==> src/rtl/mult_fu_stage_if.sv <==
// Issue/complete-side bundle of the pipelined multiply FU.
// The FU uses the slave modport; issue and the complete stage sit on the master side.
interface mult_fu_stage_if #(
  parameter int PR   = 6,
  parameter int XLEN = 32
);
  typedef struct packed {
    logic            if_take_branch;
    logic [PR-1:0]   dest_pr;
    logic [XLEN-1:0] dest_value;
  } fu_complete_packet_t;

  logic                squash;
  logic                issue_valid;
  logic [1:0]          issue_func;
  logic [PR-1:0]       issue_pr;
  logic [XLEN-1:0]     rs1_value;
  logic [XLEN-1:0]     rs2_value;
  logic                fu_ready;
  logic                fu_finish;
  logic                fu_c_stall;
  fu_complete_packet_t fu_c_out;

  modport master (
    output squash, issue_valid, issue_func, issue_pr, rs1_value, rs2_value, fu_c_stall,
    input  fu_ready, fu_finish, fu_c_out
  );

  modport slave (
    input  squash, issue_valid, issue_func, issue_pr, rs1_value, rs2_value, fu_c_stall,
    output fu_ready, fu_finish, fu_c_out
  );
endinterface

==> src/rtl/mult_fu_stage.sv <==
// Pipelined RV32M multiply unit: one rs2 slice is folded into a 64-bit partial sum per stage,
// with an elastic (bubble-collapsing) advance chain driven by the complete stage's stall bit.
module mult_fu_stage #(
  parameter int STAGES = 4,
  parameter int PR     = 6
) (
  input  logic            clock,
  input  logic            reset,
  mult_fu_stage_if.slave  fu
);
  localparam int          W          = 32 / STAGES;
  localparam int          LAST       = STAGES - 1;
  localparam logic [63:0] SLICE_MASK = (64'd1 << W) - 64'd1;
  localparam logic [1:0]  FN_MUL     = 2'b00;
  localparam logic [1:0]  FN_MULH    = 2'b01;
  localparam logic [1:0]  FN_MULHSU  = 2'b10;

  // Contribution of slice k of rs2; the top slice also carries the weight -2^32 of rs2 bit 32.
  function automatic logic [63:0] slice_term(input logic [32:0] a, input logic [32:0] b,
                                             input int k);
    logic [63:0] a64;
    logic [63:0] sl;
    logic [63:0] term;
    a64  = {{31{a[32]}}, a};
    sl   = ({32'd0, b[31:0]} >> (k * W)) & SLICE_MASK;
    term = (a64 * sl) << (k * W);
    if (k == LAST && b[32]) begin
      term = term - (a64 << 32);
    end else begin
      term = term;
    end
    return term;
  endfunction

  logic              valid_q [STAGES];
  logic              valid_d [STAGES];
  logic [1:0]        func_q  [STAGES];
  logic [1:0]        func_d  [STAGES];
  logic [PR-1:0]     pr_q    [STAGES];
  logic [PR-1:0]     pr_d    [STAGES];
  logic [32:0]       a_q     [STAGES];
  logic [32:0]       a_d     [STAGES];
  logic [32:0]       b_q     [STAGES];
  logic [32:0]       b_d     [STAGES];
  logic [63:0]       psum_q  [STAGES];
  logic [63:0]       psum_d  [STAGES];
  logic [STAGES-1:0] adv_s;
  logic [32:0]       a_ext_s;
  logic [32:0]       b_ext_s;
  logic [31:0]       res_s;

  // Advance chain: a stall only holds the last stage when it actually has a result.
  always_comb begin
    adv_s = '0;
    adv_s[LAST] = !valid_q[LAST] || !fu.fu_c_stall;
    for (int i = LAST - 1; i >= 0; i--) begin
      adv_s[i] = !valid_q[i] || adv_s[i+1];
    end
  end

  // Operand extension to 33 bits from the opcode.
  always_comb begin
    a_ext_s = {1'b0, fu.rs1_value};
    b_ext_s = {1'b0, fu.rs2_value};
    case (fu.issue_func)
      FN_MULH: begin
        a_ext_s[32] = fu.rs1_value[31];
        b_ext_s[32] = fu.rs2_value[31];
      end
      FN_MULHSU: a_ext_s[32] = fu.rs1_value[31];
      default:   a_ext_s[32] = 1'b0;
    endcase
  end

  // Next-state for every stage; squash wins over both issue and holding.
  always_comb begin
    valid_d = valid_q;
    func_d  = func_q;
    pr_d    = pr_q;
    a_d     = a_q;
    b_d     = b_q;
    psum_d  = psum_q;
    if (adv_s[0]) begin
      valid_d[0] = fu.issue_valid && !fu.squash;
      func_d[0]  = fu.issue_func;
      pr_d[0]    = fu.issue_pr;
      a_d[0]     = a_ext_s;
      b_d[0]     = b_ext_s;
      psum_d[0]  = slice_term(a_ext_s, b_ext_s, 0);
    end else begin
      valid_d[0] = valid_q[0] && !fu.squash;
    end
    for (int i = 1; i < STAGES; i++) begin
      if (adv_s[i]) begin
        valid_d[i] = valid_q[i-1] && !fu.squash;
        func_d[i]  = func_q[i-1];
        pr_d[i]    = pr_q[i-1];
        a_d[i]     = a_q[i-1];
        b_d[i]     = b_q[i-1];
        psum_d[i]  = psum_q[i-1] + slice_term(a_q[i-1], b_q[i-1], i);
      end else begin
        valid_d[i] = valid_q[i] && !fu.squash;
      end
    end
  end

  // Stage registers.
  always_ff @(posedge clock or negedge reset) begin
    if (!reset) begin
      for (int i = 0; i < STAGES; i++) begin
        valid_q[i] <= 1'b0;
        func_q[i]  <= 2'b00;
        pr_q[i]    <= '0;
        a_q[i]     <= 33'd0;
        b_q[i]     <= 33'd0;
        psum_q[i]  <= 64'd0;
      end
    end else begin
      for (int i = 0; i < STAGES; i++) begin
        valid_q[i] <= valid_d[i];
        func_q[i]  <= func_d[i];
        pr_q[i]    <= pr_d[i];
        a_q[i]     <= a_d[i];
        b_q[i]     <= b_d[i];
        psum_q[i]  <= psum_d[i];
      end
    end
  end

  // Result select reads only last-stage registers, so the packet has no input-to-output path.
  always_comb begin
    if (func_q[LAST] == FN_MUL) begin
      res_s = psum_q[LAST][31:0];
    end else begin
      res_s = psum_q[LAST][63:32];
    end
  end

  assign fu.fu_ready  = adv_s[0];
  assign fu.fu_finish = valid_q[LAST];
  assign fu.fu_c_out  = {1'b0, pr_q[LAST], res_s};
endmodule
==> src/flat_wrapper.sv <==
// flat-port wrapper written by rule: the top's interface ports become plain ports
module mult_fu_stage_flat 
#(
  parameter int STAGES = 4,
  parameter int PR     = 6
)
  (clock, reset, fu_squash, fu_issue_valid, fu_issue_func, fu_issue_pr, fu_rs1_value, fu_rs2_value, fu_fu_c_stall, fu_fu_ready, fu_fu_finish, fu_fu_c_out);
  mult_fu_stage_if #(.PR(PR)) fu_i ();
  input  logic clock;
  input  logic reset;
  input wire logic [$bits(fu_i.squash)-1:0] fu_squash;
  input wire logic [$bits(fu_i.issue_valid)-1:0] fu_issue_valid;
  input wire logic [$bits(fu_i.issue_func)-1:0] fu_issue_func;
  input wire logic [$bits(fu_i.issue_pr)-1:0] fu_issue_pr;
  input wire logic [$bits(fu_i.rs1_value)-1:0] fu_rs1_value;
  input wire logic [$bits(fu_i.rs2_value)-1:0] fu_rs2_value;
  input wire logic [$bits(fu_i.fu_c_stall)-1:0] fu_fu_c_stall;
  output wire logic [$bits(fu_i.fu_ready)-1:0] fu_fu_ready;
  output wire logic [$bits(fu_i.fu_finish)-1:0] fu_fu_finish;
  output wire logic [$bits(fu_i.fu_c_out)-1:0] fu_fu_c_out;
  assign fu_i.squash = fu_squash;
  assign fu_i.issue_valid = fu_issue_valid;
  assign fu_i.issue_func = fu_issue_func;
  assign fu_i.issue_pr = fu_issue_pr;
  assign fu_i.rs1_value = fu_rs1_value;
  assign fu_i.rs2_value = fu_rs2_value;
  assign fu_i.fu_c_stall = fu_fu_c_stall;
  assign fu_fu_ready = fu_i.fu_ready;
  assign fu_fu_finish = fu_i.fu_finish;
  assign fu_fu_c_out = fu_i.fu_c_out;
  mult_fu_stage #(.STAGES(STAGES), .PR(PR)) u_core (.clock(clock), .reset(reset), .fu(fu_i));
endmodule
==> config.mk <==
export PLATFORM = sky130hd
export DESIGN_NAME = mult_fu_stage_flat
export DESIGN_NICKNAME = d
export VERILOG_FILES = /design/src/rtl/mult_fu_stage_if.sv /design/src/rtl/mult_fu_stage.sv /design/src/flat_wrapper.sv
export SDC_FILE = /design/constraint.sdc
export NUM_CORES = 2
export LEC_CHECK = 0
export ABC_AREA = 1
export CAP_MARGIN = 20
export CORE_MARGIN = 5
export CORE_UTILIZATION = 44
export CTS_BUF_LIST = sky130_fd_sc_hd__clkbuf_4 sky130_fd_sc_hd__clkbuf_8
export DETAILED_ROUTE_END_ITERATION = 8
export HOLD_SLACK_MARGIN = 0.08
export SYNTH_ARGS = -nofsm -noshare
export SYNTH_HDL_FRONTEND = slang
export SYNTH_SLANG_ARGS = --single-unit
==> constraint.sdc <==
create_clock -name clock -period 9.1 [get_ports clock]
set_input_delay 0.91 -clock clock [delete_from_list [all_inputs] [get_ports clock]]
set_output_delay 0.91 -clock clock [all_outputs]
set_load 0.05 [all_outputs]
# Word-level counts from Yosys, hierarchy flattened
# Cells that the tools add are included.
# word_totals
register_bits,490
input_bits,77
output_inout_bits,41
# classes
n_addsub,4
n_reduce_logical,17
eq_ne,2
n_mux,11
mul,4
# op_table
cell,count
64-bit two-way mux,4
64-bit adder,3
33-bit by 9-bit multiplier with 42-bit output,3
64-bit subtractor,1
33-bit by 9-bit multiplier with 40-bit output,1
32-bit two-way mux,1
1-bit zero test,6
1-bit two-way mux,6
1-bit logical AND,5
1-bit logical OR,4
"2-bit by 1-bit equality test with 1-bit output, second input constant",1
"2-bit equality test, second input constant",1
2-bit zero test,1
2-bit OR reduction,1

# Longest topological paths before layout
# depth
ltp_word,6
ltp_mapped,51
mapped_depth_nobuf,49

# Worst setup path before layout
# OpenSTA, ideal clock, no wires.
# synth_timing
path_kind,flip-flop to flip-flop
start,reg u_core.b_q[57] (netlist name)
end,reg u_core.psum_q[59] (netlist name)
t_arrival_ns,6.994
stages_incl_launch_ff,42
t_required_ns,8.970
period_less_slack_ns,7.124
path_slack_ns,1.976
setup_time_ns,0.130
path_buffers,2
cell_sequence,dfrtp_1 -> clkbuf_1 -> clkbuf_1 -> nand2_1 -> fa_1 -> inv_1 -> fa_1 -> inv_1 -> fa_1 -> fa_1 -> inv_1 -> ha_1 -> a21oi_1 -> o21ai_2 -> a21oi_2 -> o21ai_4 -> nand2_2 -> nand2_2 -> [6 not listed] -> o21bai_1 -> a21oi_1 -> nand3_1 -> nand2_1 -> nand2_1 -> or2_2 -> nand3_1 -> nand2_1 -> ha_1 -> nand2_1 -> nor2_1 -> inv_1 -> nor4_1 -> o21ai_0 -> nand3_1 -> nand2_1 -> nand3_1 -> o21ai_0
# synth_via
elab_chain_cells,5
# synth_lines
item,line,rtl
start: declaration,mult_fu_stage.sv:43,logic [32:0] b_q [STAGES];
start signal: indexed assignment,mult_fu_stage.sv:124,b_q[i] <= b_d[i];
33-bit by 9-bit multiplier with 40-bit output *,mult_fu_stage.sv:26,term = (a64 * sl) << (k * W);
64-bit subtractor,mult_fu_stage.sv:28,term = term - (a64 << 32);
64-bit two-way mux *,mult_fu_stage.sv:27,if (k == LAST && b[32]) begin
64-bit two-way mux *,mult_fu_stage.sv:94,if (adv_s[i]) begin
64-bit adder *,mult_fu_stage.sv:100,"psum_d[i] = psum_q[i-1] + slice_term(a_q[i-1], b_q[i-1], i);"
end signal: indexed assignment,mult_fu_stage.sv:125,psum_q[i] <= psum_d[i];
end: declaration,mult_fu_stage.sv:45,logic [63:0] psum_q [STAGES];
# Mark *: on every way between the ends. The rest lies on a longest branch, timed or not. The select of a mux whose other input is x is not followed.
# A chain may end at the register's enable or synchronous reset.

# Worst setup path after layout
# layout_timing
start,reg u_core.b_q[59] (netlist name)
end,reg u_core.psum_q[61] (netlist name)
# The elaborated chain is that of the path after synthesis.

==> impl_metrics.tcl <==
set metrics [dict create \
    status "finished, final reports clean" \
    timing.hold.ws_ns 0.461 \
    finClkSkew_ns 0.0574 \
    num_vias 58300 \
    fin_crit_sh_pct 92.3 \
    maxSlewViolCount 0 \
    drive_gt1_share_pct 3.76 \
    post-cts-setup-buffers 0 \
    yosysWarnings 0 \
    layout.nets 10800 \
    num-fill-cells 15500 \
    cts_max_level 3 \
    wl_per_cell_um 18.8 \
    synthTopCellsByArea "fa_1 25%, dfrtp_1 16%, nand2_1 16%, inv_1 13%, ha_1 9.3%" \
    layout_commonest_cell "nand2_1" \
    cp_slowest_cell "fa_1" \
    fp.dieArea_sq_um 158000 \
    synth_area_leader_cell "fa_1" \
    routed_wl_um 216000 \
    grt_pass1_vias 59500 \
    avgSynthCellArea_sq_um 6.96 \
    syn_area_sq_um 66100 \
    final_cell_mix "2,746 x nand2_1, 2,325 x inv_1, 815 x fa_1" \
    rr_worst_depth 36 \
    ys_types 64 \
    antenna_found_initial 4 \
    worstMarginPinSlew_ns 1.17 \
    whs_path_depth 2 \
    syn_inst 9495 \
    grt_pass1_wl_um 341000 \
    drt_pre_antenna_iters 8 \
    io_pins 118 \
    dp.cells 11300 \
    clockBufferDepth 3 \
    io_buffers 116 \
    fp.coreArea_sq_um 150000 \
    fp-row-count 142 \
    setup_tns_ns 0 \
    floorplan.initialDensity_pct 44.2 \
    finalHoldViolCount 0 \
    cts-root-buf "clkbuf_8" \
    syn2layout_area_growth_pct 7.56 \
    synth.ff_latch_count 420 \
    drc_errors 0 \
    fmaxAchievable_mhz 119 \
    hp-class "reg -> reg" \
    required_ns 9.76 \
    synth_top_area_share_pct 24.7 \
    crit_top_cell "o21ai_0" \
    period_minus_slack_ns 8.40 \
    grt_max_degree 167 \
    cap_violations 0 \
    vias_per_cell 5.07 \
    clock_latency_ns 0.81 \
    ant_nets 0 \
    grtUsageTotal_pct 27.5 \
    dieHeight_um 398 \
    crit_fanout 33 \
    tritoncts "built" \
    instances_no_fill 11500 \
    setup_viol 0 \
    numCtsBuffers 86 \
    rsz0062_at_grt "false" \
    path_clk_slew_ns 0.07 \
    gp_congestion 0.962 \
    critPathLaunchType "flip-flop" \
    ys.flop_type "dfrtp_1" \
    synth_edf_count 0 \
    cp.arrival_ns 9.06 \
    critPathKind "reg -> reg" \
    seq_area_frac_synth_pct 15.9 \
    ys_async_sr_fraction_pct 100 \
    synth_nets 10900 \
    drt_first_iter_violations 3806 \
    max_slew_margin_pct 21.6 \
    grt-ovfl-total 0 \
    cp-end-kind "flip-flop" \
    fp.dieW_um 398 \
    slowest_delay_ns 0.54 \
    place_hpwl_um 181000 \
    post-route-util_pct 47.5 \
    clkSinkCount 420 \
]
## sequential cells by signal, indices dropped and copies added (netlist names)
| register | cells |
|---|---|
| u_core.a_q | 99 |
| u_core.b_q | 51 |
| u_core.fu.fu_c_out | 6 |
| u_core.fu.fu_finish | 1 |
| u_core.func_q | 8 |
| u_core.pr_q | 18 |
| u_core.psum_q | 234 |
| u_core.valid_q | 3 |
## metrics by stage
| stage | setup WS [ns] | cell area [sq um] |
|---|---|---|
| 2_1_floorplan | 1.98 | 66100 |
| 3_3_place_gp | 0.622 | 69000 |
| 6_report | 0.702 | 71100 |
| 5_1_grt | 0.0901 | 71100 |
| 3_5_place_dp | 0.608 | 69000 |
| 4_1_cts | 0.616 | 71100 |
## layer usage
| metal | vias up | GRT usage (%) | wire (um) |
|---|---|---|---|
| li1 | 28100 | - | - |
| met1 | 28200 | 36.9 | 94900 |
| met2 | 1615 | 45.7 | 101000 |
| met3 | 351 | 3.26 | 11300 |
| met4 | 0 | 10.2 | 9300 |
| met5 | - | 0 | 0 |
## worst paths after layout
kind | end | startpoint | slack, ns
max | u_core.psum_q[61] | u_core.b_q[59] | 0.70
min | u_core.psum_q[19] | u_core.psum_q[83] | 0.46
max reg2reg | u_core.psum_q[61] | u_core.b_q[59] | 0.70
min reg2reg | u_core.psum_q[19] | u_core.psum_q[83] | 0.46
max in group asynchronous | u_core.psum_q[125] | reset | 6.37
min in group asynchronous | u_core.a_q[83] | reset | 0.69
## worst max-delay path, delay by kind of cell, from the launching register on
| family | cells | cell delay, ns |
|---|---|---|
| compound gates | 11 | 1.98 |
| xor+xnor | 1 | 0.34 |
| simple gates | 12 | 1.91 |
| buf+inv | 5 | 0.63 |
| fa+ha+maj | 7 | 3.06 |
| flops | 1 | 0.35 |
## synth_stat cells (13+ instances only)
| master | instances |
|---|---|
| a21o_1 | 34 |
| a21oi_1 | 384 |
| a31oi_1 | 87 |
| buf_1 | 33 |
| buf_2 | 22 |
| clkbuf_1 | 296 |
| dfrtp_1 | 420 |
| fa_1 | 815 |
| ha_1 | 492 |
| inv_1 | 2326 |
| nand2_1 | 2747 |
| nand2_2 | 15 |
| nand3_1 | 255 |
| nand4_1 | 46 |
| nor2_1 | 559 |
| nor3_1 | 44 |
| nor4_1 | 21 |
| o21a_1 | 13 |
| o21ai_0 | 431 |
| o21ai_1 | 25 |
| o21ai_2 | 14 |
| o21bai_1 | 38 |
| or2_2 | 30 |
| xnor2_1 | 78 |
| xor2_1 | 107 |
## what timing repair did
| action | in CTS | in global routing |
|---|---|---|
| hold buffers | 1 | 0 |
| endpoints found under the hold margin | 34 | 0 |
| endpoints found under the setup margin | 0 | 1 |
| gates resized for setup | 0 | 1 |
## area by class of cell
| type | instances | area (sq um) | area share, % |
|---|---|---|---|
| multi-input cells | 6381 | 45500 | 63.9 |
| flip-flops and latches | 420 | 10500 | 14.8 |
| inverters | 2336 | 8770 | 12.3 |
| well taps | 2016 | 2520 | 3.55 |
| repair buffers | 186 | 1760 | 2.48 |
| clock buffers | 124 | 1620 | 2.28 |
| clock inverters | 29 | 443 | 0.623 |
| diodes | 3 | 7.51 | 0.0106 |
## kinds of logic after synthesis
kind of cell    Yosys count  share of synthesized area, %
fa+ha+maj              1307                          34.0
compound gates         1098                          9.31
other cells               1                       0.00567
flops                   420                          15.9
xor+xnor                188                          2.52
buf+inv                2694                          15.4
simple gates           3786                          22.9
mux                       1                        0.0151
Power is left out: the tool's default activity adds up to more than one toggle a clock period on the data nets, which glitch-free logic cannot reach.
